--- config.mk ---
export PLATFORM = sky130hd
export DESIGN_NAME = ex_stage
export DESIGN_NICKNAME = d
export VERILOG_FILES = /design/src/rtl/ex_stage.sv
export SDC_FILE = /design/constraint.sdc
export NUM_CORES = 1
export LEC_CHECK = 0
export BUFFER_PORTS_ARGS = -buffer_cell sky130_fd_sc_hd__buf_2
export CAP_MARGIN = 20
export CORE_MARGIN = 4
export CORE_UTILIZATION = 60
export CTS_BUF_LIST = sky130_fd_sc_hd__clkbuf_8
export CTS_CLUSTER_DIAMETER = 150
export DETAILED_ROUTE_END_ITERATION = 8
export PLACE_DENSITY_LB_ADDON = 0.15
export SYNTH_ARGS = -nofsm -noshare
export SYNTH_HDL_FRONTEND = slang
export SYNTH_SLANG_ARGS = --single-unit
--- constraint.sdc ---
create_clock -name clk -period 3 [get_ports clk]
set_input_delay 0 -clock clk [delete_from_list [all_inputs] [get_ports clk]]
set_output_delay 0 -clock clk [all_outputs]
set_load 0.05 [all_outputs]
--- src/rtl/ex_stage.sv ---
`default_nettype none
// +--------------------------------------------------------------------------+
// | ex_stage: execute stage with 1-cycle ALU and optional 32-cycle MUL       |
// | (enabled by EX_MUL_EN); result held until the downstream stage takes it. |
// | Revision: 1.0                                                            |
// +--------------------------------------------------------------------------+
module ex_stage (
    input  logic        clk,
    input  logic        res_n,
    input  logic        id_ex_valid,
    input  logic [7:0]  id_ex_control,
    input  logic [31:0] id_ex0,
    input  logic [31:0] id_ex1,
    output logic        id_ex_ready,
    input  logic        mem_ready,
    output logic        ex_mem_valid,
    output logic [31:0] ex_mem_result,
    output logic [7:0]  ex_mem_control,
    output logic        ex_mem_zero,
    output logic        ex_mem_illegal
);

    localparam logic [3:0] OP_ADD   = 4'd0;
    localparam logic [3:0] OP_SUB   = 4'd1;
    localparam logic [3:0] OP_SLL   = 4'd2;
    localparam logic [3:0] OP_SLT   = 4'd3;
    localparam logic [3:0] OP_SLTU  = 4'd4;
    localparam logic [3:0] OP_XOR   = 4'd5;
    localparam logic [3:0] OP_SRL   = 4'd6;
    localparam logic [3:0] OP_SRA   = 4'd7;
    localparam logic [3:0] OP_OR    = 4'd8;
    localparam logic [3:0] OP_AND   = 4'd9;
`ifdef EX_MUL_EN
    localparam logic [3:0] OP_MUL   = 4'd10;
`endif
    localparam logic [3:0] OP_PASSB = 4'd11;

    typedef enum logic [0:0] {
        IDLE = 1'b0,
        BUSY = 1'b1
    } state_t;

    state_t      state_q, state_d;
    logic        valid_q, valid_d;
    logic [31:0] result_q, result_d;
    logic [7:0]  control_q, control_d;
    logic        zero_q, zero_d;
    logic        illegal_q, illegal_d;

`ifdef EX_MUL_EN
    logic [5:0]  cnt_q, cnt_d;
    logic [31:0] mcand_q, mcand_d;
    logic [31:0] mplier_q, mplier_d;
    logic [31:0] acc_q, acc_d;
    logic [7:0]  mctl_q, mctl_d;
    logic [31:0] acc_next;
`endif

    logic [3:0]  op;
    logic [4:0]  shamt;
    logic        accept;
    logic [31:0] alu_result;
    logic        alu_illegal;

    assign op     = id_ex_control[3:0];
    assign shamt  = id_ex1[4:0];
    assign id_ex_ready = (state_q == IDLE) && (!valid_q || mem_ready);
    assign accept = id_ex_valid && id_ex_ready;

    assign ex_mem_valid   = valid_q;
    assign ex_mem_result  = result_q;
    assign ex_mem_control = control_q;
    assign ex_mem_zero    = zero_q;
    assign ex_mem_illegal = illegal_q;

    // Op 10 lands in default here; with EX_MUL_EN the sequential path claims it first.
    always_comb begin
        alu_result  = 32'd0;
        alu_illegal = 1'b0;
        case (op)
            OP_ADD:   alu_result = id_ex0 + id_ex1;
            OP_SUB:   alu_result = id_ex0 - id_ex1;
            OP_SLL:   alu_result = id_ex0 << shamt;
            OP_SLT:   alu_result = {31'd0, $signed(id_ex0) < $signed(id_ex1)};
            OP_SLTU:  alu_result = {31'd0, id_ex0 < id_ex1};
            OP_XOR:   alu_result = id_ex0 ^ id_ex1;
            OP_SRL:   alu_result = id_ex0 >> shamt;
            OP_SRA:   alu_result = $unsigned($signed(id_ex0) >>> shamt);
            OP_OR:    alu_result = id_ex0 | id_ex1;
            OP_AND:   alu_result = id_ex0 & id_ex1;
            OP_PASSB: alu_result = id_ex1;
            default:  alu_illegal = 1'b1;
        endcase
    end

    always_comb begin
        state_d   = state_q;
        valid_d   = valid_q;
        result_d  = result_q;
        control_d = control_q;
        zero_d    = zero_q;
        illegal_d = illegal_q;
`ifdef EX_MUL_EN
        cnt_d     = cnt_q;
        mcand_d   = mcand_q;
        mplier_d  = mplier_q;
        acc_d     = acc_q;
        mctl_d    = mctl_q;
        acc_next  = acc_q + (mplier_q[0] ? mcand_q : 32'd0);
`endif

        if (valid_q && mem_ready) begin
            valid_d = 1'b0;
        end

        case (state_q)
            IDLE: begin
                if (accept) begin
`ifdef EX_MUL_EN
                    if (op == OP_MUL) begin
                        state_d  = BUSY;
                        cnt_d    = 6'd0;
                        mcand_d  = id_ex0;
                        mplier_d = id_ex1;
                        acc_d    = 32'd0;
                        mctl_d   = id_ex_control;
                    end else
`endif
                    begin
                        valid_d   = 1'b1;
                        result_d  = alu_result;
                        control_d = id_ex_control;
                        zero_d    = (alu_result == 32'd0);
                        illegal_d = alu_illegal;
                    end
                end
            end
            BUSY: begin
`ifdef EX_MUL_EN
                acc_d    = acc_next;
                mcand_d  = mcand_q << 1;
                mplier_d = mplier_q >> 1;
                cnt_d    = cnt_q + 6'd1;
                // Final iteration folds straight into the output register.
                if (cnt_q == 6'd31) begin
                    state_d   = IDLE;
                    valid_d   = 1'b1;
                    result_d  = acc_next;
                    control_d = mctl_q;
                    zero_d    = (acc_next == 32'd0);
                    illegal_d = 1'b0;
                end
`else
                state_d = IDLE;
`endif
            end
        endcase
    end

    always_ff @(posedge clk or negedge res_n) begin
        if (!res_n) begin
            state_q   <= IDLE;
            valid_q   <= 1'b0;
            result_q  <= 32'd0;
            control_q <= 8'd0;
            zero_q    <= 1'b0;
            illegal_q <= 1'b0;
`ifdef EX_MUL_EN
            cnt_q     <= 6'd0;
            mcand_q   <= 32'd0;
            mplier_q  <= 32'd0;
            acc_q     <= 32'd0;
            mctl_q    <= 8'd0;
`endif
        end else begin
            state_q   <= state_d;
            valid_q   <= valid_d;
            result_q  <= result_d;
            control_q <= control_d;
            zero_q    <= zero_d;
            illegal_q <= illegal_d;
`ifdef EX_MUL_EN
            cnt_q     <= cnt_d;
            mcand_q   <= mcand_d;
            mplier_q  <= mplier_d;
            acc_q     <= acc_d;
            mctl_q    <= mctl_d;
`endif
        end
    end

endmodule
`default_nettype wire

==> impl_results.html, run 1 <==
<table>
<tr><th>Metric</th><th>Value</th></tr>
<tr><th colspan="2">Clock tree</th></tr>
<tr><td>Number of buffers inserted during clock tree synthesis</td><td>5</td></tr>
<tr><td>Total number of clock tree sinks</td><td>43</td></tr>
<tr><td>Max Buffers Root-to-Sink</td><td>2</td></tr>
<tr><td>Level count of the clock H-tree</td><td>2</td></tr>
<tr><td>Clock root buffer</td><td>sky130_fd_sc_hd__clkbuf_8</td></tr>
<tr><th colspan="2">Synth</th></tr>
<tr><td>Async set-or-reset flop fraction in the synthesized netlist</td><td>100%</td></tr>
<tr><td>Share of the synthesized area in the top cell type</td><td>10.6%</td></tr>
<tr><td>Cell area after technology mapping</td><td>0.0114 mm2</td></tr>
<tr><td>Cells after synthesis</td><td>1576</td></tr>
<tr><td>Share of the yosys chip area belonging to registers</td><td>roughly a tenth</td></tr>
<tr><td>Count of distinct cell types in the synthesized netlist</td><td>86</td></tr>
<tr><td>Most used flip-flop cell after synthesis</td><td>sky130_fd_sc_hd__dfrtp_1</td></tr>
<tr><td>Synth Register Bits</td><td>43</td></tr>
<tr><td>Syn_area_per_cell</td><td>7.23 um2</td></tr>
<tr><td>EDFF count, synth</td><td>0</td></tr>
<tr><td>Library cell occupying the most area in the post-synthesis netlist</td><td>sky130_fd_sc_hd__ha_1</td></tr>
<tr><td>Total of warnings raised by yosys</td><td>0</td></tr>
<tr><td>Largest cells by area after synthesis</td><td>sky130_fd_sc_hd__ha_1 11%, sky130_fd_sc_hd__dfrtp_1 9.4%, sky130_fd_sc_hd__mux4_2 6.9%, sky130_fd_sc_hd__nand2_1 5.6%, sky130_fd_sc_hd__a21oi_1 5.2%</td></tr>
<tr><td>Post-synthesis net count</td><td>1751</td></tr>
<tr><th colspan="2">Floorplan</th></tr>
<tr><td>Std cell rows</td><td>50</td></tr>
<tr><td>Die outline width</td><td>146 um</td></tr>
<tr><td>Height of the die</td><td>approximately 150 um</td></tr>
<tr><td>IO Pins</td><td>120</td></tr>
<tr><td>Effective utilization at floorplan</td><td>60.9%</td></tr>
<tr><th colspan="2">Timing</th></tr>
<tr><td>Worst endpoint left by the global-route repair_timing run</td><td>ex_mem_zero$_DFFE_PN0P_/D</td></tr>
<tr><td>Worst EP Category</td><td>register data pin</td></tr>
<tr><th colspan="2">Global route</th></tr>
<tr><td>GRT Util Overall</td><td>73.9%</td></tr>
<tr><td>Overflow left after global routing</td><td>71</td></tr>
<tr><td>Largest net degree at the start of global routing</td><td>44</td></tr>
<tr><th colspan="2">Outcome</th></tr>
<tr><td>Result of the run</td><td>aborted with a tool error</td></tr>
<tr><td>Tool error message</td><td>[ERROR GRT-0232] Routing congestion too high. Check the congestion heatmap in the GUI.</td></tr>
<tr><td>Failing step</td><td>global routing</td></tr>
<tr><th colspan="2">Placed design</th></tr>
<tr><td>Detailed-placement wirelength estimate</td><td>47600 um</td></tr>
<tr><td>Post-DP Area</td><td>0.0162 mm2</td></tr>
<tr><td>Weighted congestion reported at the end of routability-driven placement</td><td>1.39</td></tr>
<tr><td>Pre-CTS WS</td><td>-0.832 ns</td></tr>
<tr><td>Number of input and output port buffers inserted</td><td>119</td></tr>
</table>
==> metal layers <==
layer	track usage, %	overflow
met4	73.8	39
met3	60.0	1
met1	74.0	1
met2	89.7	30
met5	21.6	0
==> kinds of logic after synthesis <==
logic type / after synthesis / share of synthesized area, %
AO/OA/AOI/OAI: 549 / 33.0
AND/OR/NAND/NOR: 521 / 22.0
buffers and inverters: 222 / 7.71
multiplexers: 133 / 16.2
adder cells (fa/ha/maj): 99 / 11.0
flip-flops: 43 / 9.44
XOR/XNOR: 9 / 0.691
==> synthesized netlist by cell type, types with 18 or more instances <==
| cell type | number |
|---|---|
| sky130_fd_sc_hd__ha_1 | 97 |
| sky130_fd_sc_hd__mux2_2 | 42 |
| sky130_fd_sc_hd__mux2i_1 | 54 |
| sky130_fd_sc_hd__nand2b_1 | 19 |
| sky130_fd_sc_hd__o21ai_0 | 98 |
| sky130_fd_sc_hd__buf_1 | 18 |
| sky130_fd_sc_hd__a22oi_1 | 23 |
| sky130_fd_sc_hd__clkbuf_1 | 87 |
| sky130_fd_sc_hd__dfrtp_1 | 43 |
| sky130_fd_sc_hd__o211ai_1 | 31 |
| sky130_fd_sc_hd__a211oi_1 | 29 |
| sky130_fd_sc_hd__a21oi_1 | 119 |
| sky130_fd_sc_hd__o22ai_1 | 35 |
| sky130_fd_sc_hd__nand2_1 | 170 |
| sky130_fd_sc_hd__nor2b_1 | 22 |
| sky130_fd_sc_hd__nand3_1 | 26 |
| sky130_fd_sc_hd__nor3_1 | 37 |
| sky130_fd_sc_hd__mux4_2 | 35 |
| sky130_fd_sc_hd__inv_1 | 95 |
| sky130_fd_sc_hd__nor2_1 | 137 |
==> repair_timing <==
action                                  in CTS
gates cloned                                 1
hold buffers                                 6
setup buffers                                5
pin swaps                                   20
endpoints found under the hold margin       48
endpoints found under the setup margin       7
resized for setup                           67
==> per-stage QoR <==
step,hold WS [ns],util [%],setup TNS [ns],std cells
after floorplan,-0.296,-,-0.288,1576
after global placement,0.178,86.9,-3.31,2369
after detailed placement,0.202,86.9,-4.49,2369
after CTS,0.00461,89.6,-0.340,2389
==> run 2, diff against run 1 <==
Settings changed: CORE_UTILIZATION 60 to 40, CTS_BUF_LIST sky130_fd_sc_hd__clkbuf_8 to not set, CTS_CLUSTER_DIAMETER 150 to not set.
==> impl_results.html, run 2 <==
<table>
<tr><th>Metric</th><th>Value</th></tr>
<tr><th colspan="2">Outcome</th></tr>
<tr><td>Result of the run</td><td>finished with violations</td></tr>
<tr><td>Violations in the final reports</td><td>setup timing</td></tr>
<tr><th colspan="2">Global route</th></tr>
<tr><td>GRT met2 Usage</td><td>roughly two thirds</td></tr>
<tr><td>Number of antenna violations at the first check in global routing</td><td>1</td></tr>
<tr><td>First-pass GRT wire length</td><td>101000 um</td></tr>
<tr><td>Overflow left after global routing</td><td>0</td></tr>
<tr><td>Top Usage Layer GRT</td><td>met2</td></tr>
<tr><td>Met3 track utilization from global routing</td><td>8.03%</td></tr>
<tr><td>Vias in the first global route</td><td>16200</td></tr>
<tr><td>Largest net degree at the start of global routing</td><td>44</td></tr>
<tr><td>Met1 track demand over resource in global routing</td><td>a little under three fifths</td></tr>
<tr><td>GRT Util Overall</td><td>approximately 42%</td></tr>
<tr><th colspan="2">Synth</th></tr>
<tr><td>Most numerous cell types in the synthesized netlist</td><td>170 x sky130_fd_sc_hd__nand2_1, 137 x sky130_fd_sc_hd__nor2_1, 119 x sky130_fd_sc_hd__a21oi_1, 98 x sky130_fd_sc_hd__o21ai_0, 97 x sky130_fd_sc_hd__ha_1</td></tr>
<tr><td>Cells after synthesis</td><td>1576 (unchanged)</td></tr>
<tr><td>Count of distinct cell types in the synthesized netlist</td><td>86 (unchanged)</td></tr>
<tr><td>Share of the synthesized area in the top cell type</td><td>10.6% (unchanged)</td></tr>
<tr><td>EDFF count, synth</td><td>0 (unchanged)</td></tr>
<tr><td>Post-synthesis net count</td><td>1751 (unchanged)</td></tr>
<tr><td>Largest cells by area after synthesis</td><td>sky130_fd_sc_hd__ha_1 11%, sky130_fd_sc_hd__dfrtp_1 9.4%, sky130_fd_sc_hd__mux4_2 6.9%, sky130_fd_sc_hd__nand2_1 5.6%, sky130_fd_sc_hd__a21oi_1 5.2%</td></tr>
<tr><td>Most used flip-flop cell after synthesis</td><td>sky130_fd_sc_hd__dfrtp_1</td></tr>
<tr><td>Syn_area_per_cell</td><td>7.23 um2 (unchanged)</td></tr>
<tr><td>Share of the yosys chip area belonging to registers</td><td>9.44% (unchanged)</td></tr>
<tr><td>Total of warnings raised by yosys</td><td>0 (unchanged)</td></tr>
<tr><td>Synth Register Bits</td><td>43 (unchanged)</td></tr>
<tr><td>Cell area after technology mapping</td><td>0.0114 mm2 (unchanged)</td></tr>
<tr><td>Most repeated cell in the gate-level netlist after synthesis</td><td>sky130_fd_sc_hd__nand2_1</td></tr>
<tr><td>Library cell occupying the most area in the post-synthesis netlist</td><td>sky130_fd_sc_hd__ha_1</td></tr>
<tr><td>Async set-or-reset flop fraction in the synthesized netlist</td><td>100% (unchanged)</td></tr>
<tr><th colspan="2">Placed design</th></tr>
<tr><td>Post-DP Area</td><td>0.0168 mm2 (+3.6%)</td></tr>
<tr><td>Weighted congestion reported at the end of routability-driven placement</td><td>1.10 (-21%)</td></tr>
<tr><td>Detailed-placement wirelength estimate</td><td>55200 um (+16%)</td></tr>
<tr><td>Number of input and output port buffers inserted</td><td>119 (unchanged)</td></tr>
<tr><th colspan="2">Clock tree</th></tr>
<tr><td>Max Buffers Root-to-Sink</td><td>2 (unchanged)</td></tr>
<tr><td>Level count of the clock H-tree</td><td>2 (unchanged)</td></tr>
<tr><td>Number of buffers inserted during clock tree synthesis</td><td>5 (unchanged)</td></tr>
<tr><td>Clock root buffer</td><td>sky130_fd_sc_hd__clkbuf_16</td></tr>
<tr><td>Later-pin clock latency in the skew report</td><td>roughly 0.29 ns</td></tr>
<tr><td>Total number of clock tree sinks</td><td>43 (unchanged)</td></tr>
<tr><td>Clock tree from TritonCTS</td><td>yes</td></tr>
<tr><td>Clock transition at path regs</td><td>0.06 ns</td></tr>
<tr><th colspan="2">Drt</th></tr>
<tr><td>Number of search-and-repair iterations in the first detailed-routing pass</td><td>6</td></tr>
<tr><td>Final routed DRC violation total</td><td>0</td></tr>
<tr><td>Average wire length per cell after detail routing</td><td>26.1 um</td></tr>
<tr><td>Number of design-rule violations left by the first detailed-router iteration</td><td>2324</td></tr>
<tr><td>Final ANT Viol Nets</td><td>0</td></tr>
<tr><td>Wirelength, routed</td><td>between 60000 and 70000 um</td></tr>
<tr><td>Via/cell ratio</td><td>about 6.4</td></tr>
<tr><td>Vias post-DR</td><td>between 15000 and 20000</td></tr>
<tr><th colspan="2">Timing</th></tr>
<tr><td>Final Hold Fails</td><td>0</td></tr>
<tr><td>Portion of the clock cycle consumed by the worst path in the final layout</td><td>110%</td></tr>
<tr><td>Timing-limited maximum frequency</td><td>between 300 and 400 MHz</td></tr>
<tr><td>Minimum clock period after layout</td><td>3.31 ns</td></tr>
<tr><td>Max Slew Vio Count</td><td>0</td></tr>
<tr><td>Rel. slew slack</td><td>between 30% and 40%</td></tr>
<tr><td>Maximum clock skew at final layout</td><td>approximately 0.0054 ns</td></tr>
<tr><td>Slew at the pin with the worst max-slew slack</td><td>approximately 0.97 ns</td></tr>
<tr><td>Post-route worst setup slack</td><td>-0.308 ns</td></tr>
<tr><td>Unrepaired setup endpoints after global routing</td><td>yes</td></tr>
<tr><td>Number of endpoints failing setup at the final stage</td><td>3</td></tr>
<tr><th colspan="2">Floorplan</th></tr>
<tr><td>IO Pins</td><td>120 (unchanged)</td></tr>
<tr><td>Overall die area</td><td>~0.031 mm2</td></tr>
<tr><td>Die outline width</td><td>177 um (+21%)</td></tr>
<tr><td>Core region area</td><td>0.0279 mm2</td></tr>
<tr><td>Height of the die</td><td>177 um (+21%)</td></tr>
<tr><td>Std cell rows</td><td>61 (+22%)</td></tr>
<tr><td>Effective utilization at floorplan</td><td>40.8% (-20 points)</td></tr>
<tr><th colspan="2">Cells and area</th></tr>
<tr><td>Most frequent cells in the layout</td><td>624 x sky130_fd_sc_hd__buf_4, 170 x sky130_fd_sc_hd__nand2_1, 136 x sky130_fd_sc_hd__nor2_1</td></tr>
<tr><td>Final cell area excluding filler cells</td><td>around 0.018 mm2</td></tr>
<tr><td>Layout cells sized above 1</td><td>44.0%</td></tr>
<tr><td>Number of flip-flops in the largest register</td><td>32</td></tr>
<tr><td>Layout Utilization</td><td>between 60% and 70%</td></tr>
<tr><td>Number of antenna repair diodes</td><td>0</td></tr>
<tr><td>Layout Nets</td><td>roughly 2400</td></tr>
<tr><td>Commonest non-fill, non-tap cell in the layout</td><td>sky130_fd_sc_hd__buf_4</td></tr>
<tr><td>Signed area change from the synthesized netlist to the final layout</td><td>60.5%</td></tr>
<tr><th colspan="2">Pwr</th></tr>
<tr><td>Leak Pwr</td><td>around 8.6 nW</td></tr>
<tr><td>Worst supply voltage drop on vdd</td><td>0.000294 V</td></tr>
<tr><td>Pwr dens</td><td>around 290 mW/mm2</td></tr>
<tr><th colspan="2">Setup path</th></tr>
<tr><td>WP data required</td><td>between 3 and 4 ns</td></tr>
<tr><td>Kind of end point of the critical path</td><td>flip-flop</td></tr>
<tr><td>Worst Path Arrival</td><td>~3.5 ns</td></tr>
<tr><td>Worst setup SP type</td><td>primary input</td></tr>
<tr><td>Maximum fanout count along the critical path</td><td>6</td></tr>
<tr><td>Critical path type</td><td>primary input to flip-flop</td></tr>
<tr><th colspan="2">Min path</th></tr>
<tr><td>Hold/Removal Path Class</td><td>primary input to flip-flop</td></tr>
<tr><th colspan="2">Run</th></tr>
<tr><td>Count of max-cap constraint violations</td><td>0</td></tr>
</table>
-- run 2: cell counts after synthesis --
No cell type changed its count.
-- run 2: path summary, 6_finish.rpt --
check | start | depth (start not counted) | slack, ns | to
worst max-delay path | id_ex1[0] | 16 | -0.31 | ex_mem_zero
worst min-delay path | mem_ready | 4 | 0.08 | ex_mem_valid
worst max register to register | ex_mem_valid | 13 | 0.09 | ex_mem_zero
worst min register to register | ex_mem_result[30] | 2 | 0.47 | ex_mem_result[30]
max in group asynchronous | res_n | 2 | 1.96 | ex_mem_result[21]
min in group asynchronous | res_n | 2 | 0.43 | ex_mem_result[10]
-- run 2: what timing repair did --
action	CTS	global route
hold buffers	6	0
gates resized for setup	73	93
setup buffers	34	20
pin swaps	30	20
cloned	2	0
endpoints found under the hold margin	48	0
endpoints found under the setup margin	9	11
-- run 2: final cells by class --
cell class                 instances  area (um2)
multi-input combinational       1311       10200
fill                            2461        9640
timing repair buffer             779        5940
sequential                        43        1080
tap                              378         473
inverter                          99         408
clock buffer                       5         125
clock inverter                     3        67.6
-- run 2: power by group --
group	switching (W)	total (W)	internal [W]
logic	0.00226	0.00393	0.00168
registers	0.0000526	0.000734	0.000681
clock network	0.000245	0.000723	0.000477
total	0.00255	0.00539	0.00284
-- run 2: per-layer routing --
layer,share of wire (%),wire length (um),vias up
li1,-,-,7314
met1,39,26600,8016
met2,44,29900,1191
met3,11,7440,257
met4,6.6,4530,2
met5,0.019,13,-
-- run 2: per-stage QoR --
stage               instances  setup slack [ns]  hold WS, ns  power [W]  TNS (ns)
floorplan                1576            -0.236       -0.296    0.00255    -0.288
global placement         2553             -1.08        0.176    0.00424     -4.90
detailed placement       2553             -1.07        0.193    0.00428     -5.80
CTS                      2603            -0.320       0.0723    0.00518    -0.602
global route             2618            -0.409        0.101    0.00562    -0.795
finish                   2618            -0.308       0.0753    0.00539    -0.465
-- run 2: worst max-delay path, cell delays in order --
cell                        delay (ns)
sky130_fd_sc_hd__buf_12           0.12
sky130_fd_sc_hd__buf_12           0.14
sky130_fd_sc_hd__buf_8            0.12
sky130_fd_sc_hd__mux2_4           0.30
sky130_fd_sc_hd__mux4_2           0.61
sky130_fd_sc_hd__a2111oi_4        0.35
sky130_fd_sc_hd__o2111ai_2        0.18
sky130_fd_sc_hd__buf_4            0.17
sky130_fd_sc_hd__nor4_2           0.28
sky130_fd_sc_hd__buf_4            0.16
sky130_fd_sc_hd__and3_4           0.18
sky130_fd_sc_hd__nand4_1          0.22
sky130_fd_sc_hd__nor4_2           0.22
sky130_fd_sc_hd__buf_4            0.15
sky130_fd_sc_hd__nand4_1          0.09
sky130_fd_sc_hd__o41ai_2          0.21
-- run 2: kinds of logic after synthesis --
family          Yosys count  share of synthesized area [%]
flops                    43                           9.44
compound gates          549                           33.0
xor+xnor                  9                          0.691
buf+inv                 222                           7.71
simple gates            521                           22.0
mux                     133                           16.2
fa+ha+maj                99                           11.0
Note: power is estimated with default switching activity, not from simulation.
